**src/rtl/fpr_wb_arbiter.sv**
```systemverilog
// Floating-point register-file write-back arbiter: one small FIFO per result
// source (FPU, LSU), round-robin onto a single FPR write port, plus a hazard query.
module fpr_wb_arbiter #(
  parameter int DEPTH = 2,
  parameter int AW    = 5,
  parameter int DW    = 32
) (
  input  logic          clk,
  input  logic          rst,
  input  logic          flush,
  input  logic          fpu_valid,
  output logic          fpu_ready,
  input  logic [AW-1:0] fpu_addr,
  input  logic [DW-1:0] fpu_data,
  input  logic          lsu_valid,
  output logic          lsu_ready,
  input  logic [AW-1:0] lsu_addr,
  input  logic [DW-1:0] lsu_data,
  output logic          fpr_we,
  output logic [AW-1:0] fpr_waddr,
  output logic [DW-1:0] fpr_wdata,
  input  logic [AW-1:0] q_addr,
  output logic          q_pending
);

  localparam int PW = (DEPTH > 1) ? $clog2(DEPTH) : 1;
  localparam int CW = PW + 1;
  localparam logic SRC_FPU = 1'b0;
  localparam logic SRC_LSU = 1'b1;

  // Source index 0 is the FPU, 1 is the LSU.
  logic [AW-1:0] r_addr [2][DEPTH];
  logic [DW-1:0] r_data [2][DEPTH];
  logic [PW-1:0] r_wp [2];
  logic [PW-1:0] r_rp [2];
  logic [CW-1:0] r_cnt [2];
  logic          r_last_grant;

  logic          w_valid  [2];
  logic [AW-1:0] w_in_addr[2];
  logic [DW-1:0] w_in_data[2];
  logic          w_ready  [2];
  logic          w_push   [2];
  logic          w_pop    [2];
  logic          w_nempty [2];
  logic          w_active;
  logic [PW-1:0] w_off;

  assign w_valid[0]   = fpu_valid;
  assign w_valid[1]   = lsu_valid;
  assign w_in_addr[0] = fpu_addr;
  assign w_in_addr[1] = lsu_addr;
  assign w_in_data[0] = fpu_data;
  assign w_in_data[1] = lsu_data;
  assign w_active     = !rst && !flush;

  // Handshake: a result transfers on a rising edge where valid && ready; ready
  // depends only on FIFO fullness, flush and rst, never on valid, and a full
  // FIFO refuses input even if its head is being written in the same cycle.
  always_comb begin
    for (int s = 0; s < 2; s++) begin
      w_nempty[s] = (r_cnt[s] != '0);
      w_ready[s]  = (r_cnt[s] != CW'(DEPTH)) && w_active;
      w_push[s]   = w_valid[s] && w_ready[s];
    end
    // On a tie the source that did not win last time gets the port.
    w_pop[0] = w_active && w_nempty[0] && (!w_nempty[1] || r_last_grant == SRC_LSU);
    w_pop[1] = w_active && w_nempty[1] && (!w_nempty[0] || r_last_grant == SRC_FPU);
  end

  assign fpu_ready = w_ready[0];
  assign lsu_ready = w_ready[1];

  always_comb begin
    fpr_we    = 1'b0;
    fpr_waddr = '0;
    fpr_wdata = '0;
    if (w_pop[0]) begin
      fpr_we    = 1'b1;
      fpr_waddr = r_addr[0][r_rp[0]];
      fpr_wdata = r_data[0][r_rp[0]];
    end else if (w_pop[1]) begin
      fpr_we    = 1'b1;
      fpr_waddr = r_addr[1][r_rp[1]];
      fpr_wdata = r_data[1][r_rp[1]];
    end
  end

  // An entry is live when its distance from the read pointer is below count.
  always_comb begin
    q_pending = 1'b0;
    w_off     = '0;
    for (int s = 0; s < 2; s++) begin
      for (int i = 0; i < DEPTH; i++) begin
        w_off = PW'(i) - r_rp[s];
        if (!rst && (CW'(w_off) < r_cnt[s]) && (r_addr[s][i] == q_addr)) begin
          q_pending = 1'b1;
        end
      end
    end
  end

  always_ff @(posedge clk) begin
    if (rst || flush) begin
      for (int s = 0; s < 2; s++) begin
        r_wp[s]  <= '0;
        r_rp[s]  <= '0;
        r_cnt[s] <= '0;
      end
      if (rst) begin
        r_last_grant <= SRC_LSU;
      end
    end else begin
      for (int s = 0; s < 2; s++) begin
        if (w_push[s]) begin
          r_addr[s][r_wp[s]] <= w_in_addr[s];
          r_data[s][r_wp[s]] <= w_in_data[s];
          r_wp[s]            <= r_wp[s] + PW'(1);
        end
        if (w_pop[s]) begin
          r_rp[s] <= r_rp[s] + PW'(1);
        end
        if (w_push[s] && !w_pop[s]) begin
          r_cnt[s] <= r_cnt[s] + CW'(1);
        end else if (!w_push[s] && w_pop[s]) begin
          r_cnt[s] <= r_cnt[s] - CW'(1);
        end
      end
      if (w_pop[0]) begin
        r_last_grant <= SRC_FPU;
      end else if (w_pop[1]) begin
        r_last_grant <= SRC_LSU;
      end
    end
  end

endmodule

```
**config.mk**
```make
export PLATFORM = sky130hd
export DESIGN_NAME = fpr_wb_arbiter
export DESIGN_NICKNAME = d
export VERILOG_FILES = /design/src/rtl/fpr_wb_arbiter.sv
export SDC_FILE = /design/constraint.sdc
export NUM_CORES = 1
export LEC_CHECK = 0
export ABC_AREA = 1
export CAP_MARGIN = 20
export CORE_MARGIN = 2
export CORE_UTILIZATION = 35
export CTS_CLUSTER_SIZE = 14
export DETAILED_ROUTE_END_ITERATION = 8
export GPL_TIMING_DRIVEN = 0
export PLACE_DENSITY = 0.64
export SETUP_SLACK_MARGIN = 0.2
export SLEW_MARGIN = 0
export SYNTH_ARGS = -nofsm -noshare
export SYNTH_HDL_FRONTEND = slang
export SYNTH_SLANG_ARGS = --single-unit
```
**constraint.sdc**
```tcl
create_clock -name clk -period 5.16 [get_ports clk]
set_clock_uncertainty 0.2 [all_clocks]
set_input_delay 1.032 -clock clk [delete_from_list [all_inputs] [get_ports clk]]
set_output_delay 1.032 -clock clk [all_outputs]
set_load 0.01 [all_outputs]
```
# Yosys cells after proc, flatten, opt, wreduce, memory -nomap -nowiden
# Memory sizes are Yosys's and may differ from the RTL's.
# Index checks and enable logic that the tools add are counted.
classes:
  muxes: 73
  addsub: 12
  n_eq_ne: 7
  bitwise_logic: 13
  n_reduce_logical: 38
  order_cmp: 10
op_table:
  columns: ["op", "count"]
  rows:
  - ["2-to-1 mux 32 bit", 10]
  - ["2-to-1 mux 64 bit", 2]
  - ["demux 32 bit (select 1 bit)", 2]
  - ["2-to-1 mux 5 bit", 10]
  - ["2-to-1 mux 1 bit", 41]
  - ["logical AND 1 bit", 23]
  - ["== test 5 bit", 4]
  - ["2-to-1 mux 10 bit", 2]
  - ["demux 5 bit (select 1 bit)", 2]
  - [">= comparator 2 bit (second input constant)", 4]
  - ["zero test 1 bit", 8]
  - ["less-than comparator 1 x 2 -> 1 bit", 4]
  - ["2-to-1 mux 2 bit", 4]
  - ["inverter 1 -> 2 bit", 4]
  - ["bitwise OR 1 bit", 8]
  - ["!= test 2 bit (second input constant)", 3]
  - ["adder 1 bit (second input constant)", 4]
  - ["adder 2 x 1 -> 2 bit (second input constant)", 2]
  - ["less-than comparator 2 x 1 -> 1 bit (second input constant)", 2]
  - ["nonzero test 2 bit", 2]
  - ["subtractor 1 bit (first input constant)", 4]
  - ["subtractor 2 x 1 -> 2 bit (second input constant)", 2]
  - ["logical OR 1 bit", 3]
  - ["nonzero test 3 bit", 1]
  - ["other kinds (2)", 2]
word_totals:
  word_cells: 159
  ff_bits: 1
  inputBits: 84
  ramBits: 156
  n_memories: 5
  output_inout_bits: 41
mem_list:
  columns: ["memory", "words", "width", "read_ports", "rd_clocked_by_memory_dff", "wr", "line_no", "source"]
  rows:
  - ["r_data", 2, 64, 2, 0, 2, "33", "logic [DW-1:0] r_data [2][DEPTH];"]
  - ["r_addr", 2, 10, 2, 0, 2, "32", "logic [AW-1:0] r_addr [2][DEPTH];"]
  - ["r_cnt", 2, 2, 2, 0, 2, "36", "logic [CW-1:0] r_cnt [2];"]
  - ["r_rp", 2, 1, 2, 0, 2, "35", "logic [PW-1:0] r_rp [2];"]
  - ["r_wp", 2, 1, 2, 0, 2, "34", "logic [PW-1:0] r_wp [2];"]

# Depth between registers and ports, before layout
depth:
  depth_word: 11
  mapped_depth: 9

# Worst setup path before layout
# OpenSTA, ideal clock, no wires.
synth_path:
  kind: "input to register"
  start: "in flush"
  end: "mem r_addr[0][0] (netlist bit), enable pin"
  required_ns: 4.529
  setup_time_ns: 0.431
  slack_ns: 1.477
  path_buffers: 0
  arrival_time_ns: 3.052
  path_stages: 5
  cell_sequence: "inv_1 nand2_4 nor2_4 nand2_2 nor2_1"
synth_rtl:
  columns: ["item", "line_no", "source"]
  rows:
  - ["from (decl)", "10", "input logic flush,"]
  - ["to (decl)", "32", null]

# Worst setup path in the final report
layout_path:
  start: "in rst"
  end: "out fpr_wdata[6]"
layout_via:
  elab_chain_cells: 6
layout_rtl:
  columns: ["item", "line_no", "source"]
  rows:
  - ["from (decl)", "9", "input logic rst,"]
  - ["zero test 1 bit *", "55", "assign w_active = !rst && !flush;"]
  - ["logical AND 1 bit *", "55", null]
  - ["logical AND 1 bit (2 in a row)", "68", "w_pop[1] = w_active && w_nempty[1] && (!w_nempty[0] || r_last_grant == SRC_FPU);"]
  - ["2-to-1 mux 32 bit", "82", "end else if (w_pop[1]) begin"]
  - ["2-to-1 mux 32 bit *", "78", "if (w_pop[0]) begin"]
  - ["to (decl)", "21", "output logic [DW-1:0] fpr_wdata,"]
# Every way passes the cells marked *; elsewhere a longest branch is shown, timed or not.

==> flow_summary.toml <==
[run_status]
status = "complete, no violations"

[power_and_ir_drop]
combPwrFrac_pct = 18.4
seqPwrFrac_pct = 45.4
vdd_drop_max_mv = 0.2345
p_leak_uw = 0.003276
switching_share_pct = 25.39
power_density_mw_per_mm2 = 357.4
power_frac_clock_pct = 36.2
p_sw_uw = 828.6
p_int_uw = 2435

[critical_path]
r2r_cells = 6
startpoint = "rst"
critical_path.top_delay_family = "buffers and inverters"
cp_common_cell = "clkdlybuf4s50_1"
r2r_end = "r_data[0][113]"
crit_fanout = 10
worstSetupStartpointType = "input pin"
critPathCapture = "fpr_wdata[6]"
crit_required_ns = 3.93
arrival_ns = 3.08
worstSetupPathDepth = 6
setup.worst_path.class = "input pin to primary output"
slowest_delay_ns = 0.59
worst_path_max_delay_cell = "clkdlybuf4s50_1"
reg2reg_from = "r_cnt[1][0]"
cp-end-kind = "primary output"
path_cells = "clkdlybuf4s50_1 > nor2_4 > o211ai_2 > buf_2 > o32ai_2 > clkdlybuf4s50_1"
r2r_setup_slack_ns = 2.85
cp.buffers_inverters = 3

[clock_network]
path_clk_slew_ns = 0.06
cts_hold_buf = 0
cts_made_buffers = 17
htreeDepth = 4
cts-root-buf = "clkbuf_16"
post_cts_buffers = 0
cts_tree = "done"
cts.sinks = 157
post_cts_resized = 0
clk_latency_ns = 0.41
clock_path_buffers = 2

[detailed_routing]
wire_per_inst_um = 16.83
vias_per_cell = 4.707
drc = 0
initialDrtViolationCount = 228
dr_total_vias = 4542
wl_mm = 16.24
ant_nets = 0
dr.pass1.iters = 5

[die]
io-pin-count = 125
die_area_mm2 = 0.02079
coreArea_mm2 = 0.01940
die_x_um = 144.2
start_util_pct = 35.45
die_h_um = 144.2
num_rows = 51

[synthesis]
synth_area_leaders = "edfxtp_1, o32ai_2, nand2_1"
ys_seq_elements = 157
synthFlopType = "edfxtp_1"
synthMuxAreaShare_pct = 0
syn_inst = 541
synthAdderAreaFrac_pct = 0.3639
synth_xor_area_share_pct = 0
syn-num-nets = 627
synth_area_mm2 = 0.006877
yosysUniqueCellTypes = 30
synth_top_area_share_pct = 68.56
async_flop_share_pct = 0
avgSynthCellArea_um2 = 12.71
synth_edf_count = 157
ys_top_cells_by_count = "edfxtp_1, nand2_1, nor2_1, o21ai_0, inv_1"
synth_top_family_by_area = "simple AND/OR/NAND/NOR gates"
yosysTopAreaCell = "edfxtp_1"
yosysMostFrequentCell = "edfxtp_1"
ys_seq_area_share_pct = 68.56
yosys.area_share.simple_pct = 15.14
synth_compound_area_share_pct = 11.64
yosys_warnings = 0

[cells_and_area]
n_antenna_cell = 0
layout.cells.non_filler = 965
final_util_pct = 47.07
nets = 774
drive_gt1_share_pct = 19.29
area_growth_pct = 32.79

[place]
port_buffers = 124
dp_cells = 934
gp_congestion = 0.8312
place_ws_ns = 0.8294
hpwl_mm = 11.20

[timing]
final-hold-violation-count = 0
worst_pin_slew_ns = 0.7306
finalSetupViolations = 0
holdWs_ns = 0.4389
finalCritPeriodShare_pct = 83.60
maxSlewViolCount = 0
setup_tns_ns = 0
fmax_mhz = 231.8
rsz0062_at_grt = "false"
setup_ws_ns = 0.8461
slew_headroom_pct = 51.17
final.min_clock_period_ns = 4.314

[min_path]
hold_path.class = "flip-flop to flip-flop"

[global_route]
grt_pass1_vias = 4740
grt_max_degree = 22
overflow = 0
track_usage_pct = 16.27
grt_pass1_wl_mm = 24.87
antenna_found_initial = 0

[flow_run]
cap_violations = 0
-- state kept, by name, summed over array words and instances (netlist names) --
name	count
r_data	128
r_addr	20
r_cnt	4
r_rp	2
r_wp	2
r_last_grant	1
-- cell families (layout without fill, tap and decap cells) --
logic type / count (synthesis) / count (layout)
AO/OA/AOI/OAI: 88 / 88
adder cells (fa/ha/maj): 2 / 2
buffers and inverters: 65 / 224
flip-flops: 157 / 157
AND/OR/NAND/NOR: 229 / 229
-- stage by stage --
stage	total power [µW]	instance area (µm²)
4_1_cts	3301	9131
5_1_grt	3412	9131
6_report	3263	9131
3_3_place_gp	2095	8449
3_5_place_dp	2118	8574
2_1_floorplan	1836	6877
-- power by group through the flow --
stage               Clock [µW]  Combinational (µW)  Sequential (µW)
detailed placement           0                 610             1510
global placement             0                 587             1510
CTS                       1210                 613             1480
floorplan                    0                 333             1500
finish                    1180                 602             1480
global route              1270                 660             1480
-- how the worst min path moves through the flow --
| stage | startpoint | endpoint | slack, ns | cells past startpoint |
|---|---|---|---|---|
| 2_1_floorplan | r_wp[0][0] | r_wp[0][0] | 0.35 | 1 |
| 3_3_place_gp | r_wp[0][1] | r_wp[0][1] | 0.37 | 1 |
| 3_5_place_dp | r_cnt[1][0] | r_cnt[1][0] | 0.43 | 1 |
| 4_1_cts | r_cnt[1][0] | r_cnt[1][0] | 0.43 | 1 |
| 5_1_grt | r_wp[0][0] | r_wp[0][0] | 0.46 | 1 |
| 6_report | r_cnt[1][0] | r_cnt[1][0] | 0.44 | 1 |
-- final cells by class --
cell class                 instances  area (µm²)
sequential                       157        4715
timing repair buffer             128        1336
buffer                            24       141.4
clock inverter                    11       120.1
multi-input combinational        319        1897
fill                            1760       10270
tap                              265       331.6
clock buffer                      20       436.7
inverter                          41       153.9
-- cells in the final DEF (no fill, tap or decap), types with 2 or more instances in the layout --
| cell type | netlist | routed |
|---|---|---|
| clkbuf_16 | 0 | 17 |
| nand3_1 | 10 | 10 |
| clkinv_4 | 0 | 2 |
| o32ai_1 | 2 | 2 |
| clkbuf_1 | 5 | 8 |
| ha_1 | 2 | 2 |
| nand2_1 | 86 | 86 |
| bufinv_16 | 0 | 2 |
| or2_2 | 30 | 30 |
| nand2_2 | 3 | 3 |
| o211ai_1 | 2 | 2 |
| nand3_2 | 2 | 2 |
| buf_2 | 11 | 11 |
| buf_6 | 4 | 4 |
| clkinv_2 | 0 | 3 |
| clkdlybuf4s50_1 | 0 | 124 |
| edfxtp_1 | 157 | 157 |
| inv_1 | 36 | 36 |
| nor2_2 | 2 | 2 |
| a21oi_1 | 8 | 8 |
| o21ai_0 | 39 | 39 |
| o31ai_2 | 2 | 2 |
| o32ai_2 | 28 | 28 |
| o22ai_1 | 5 | 5 |
| buf_12 | 0 | 2 |
| nor2_4 | 3 | 7 |
| clkbuf_2 | 3 | 3 |
| clkinvlp_4 | 0 | 2 |
| nor2_1 | 86 | 82 |
| inv_2 | 5 | 5 |
| nand2_4 | 3 | 3 |
| or2_0 | 2 | 2 |
| buf_16 | 0 | 2 |
-- metal layers --
layer	wire [µm]	vias to the layer above	GRT usage, %
li1	-	2206	-
met1	7118	2198	20.71
met2	8218	125	27.62
met3	748	13	4.338
met4	153	0	4.343
met5	0	-	0
-- worst reg2reg max path: stages (launching register included) --
cell	delay (ns)
edfxtp_1	0.40
inv_1	0.09
ha_1	0.23
nor2_4	0.16
nand2_4	0.11
nor2_4	0.54
buf_12	0.27
Note: power is estimated with default switching activity, not from simulation.
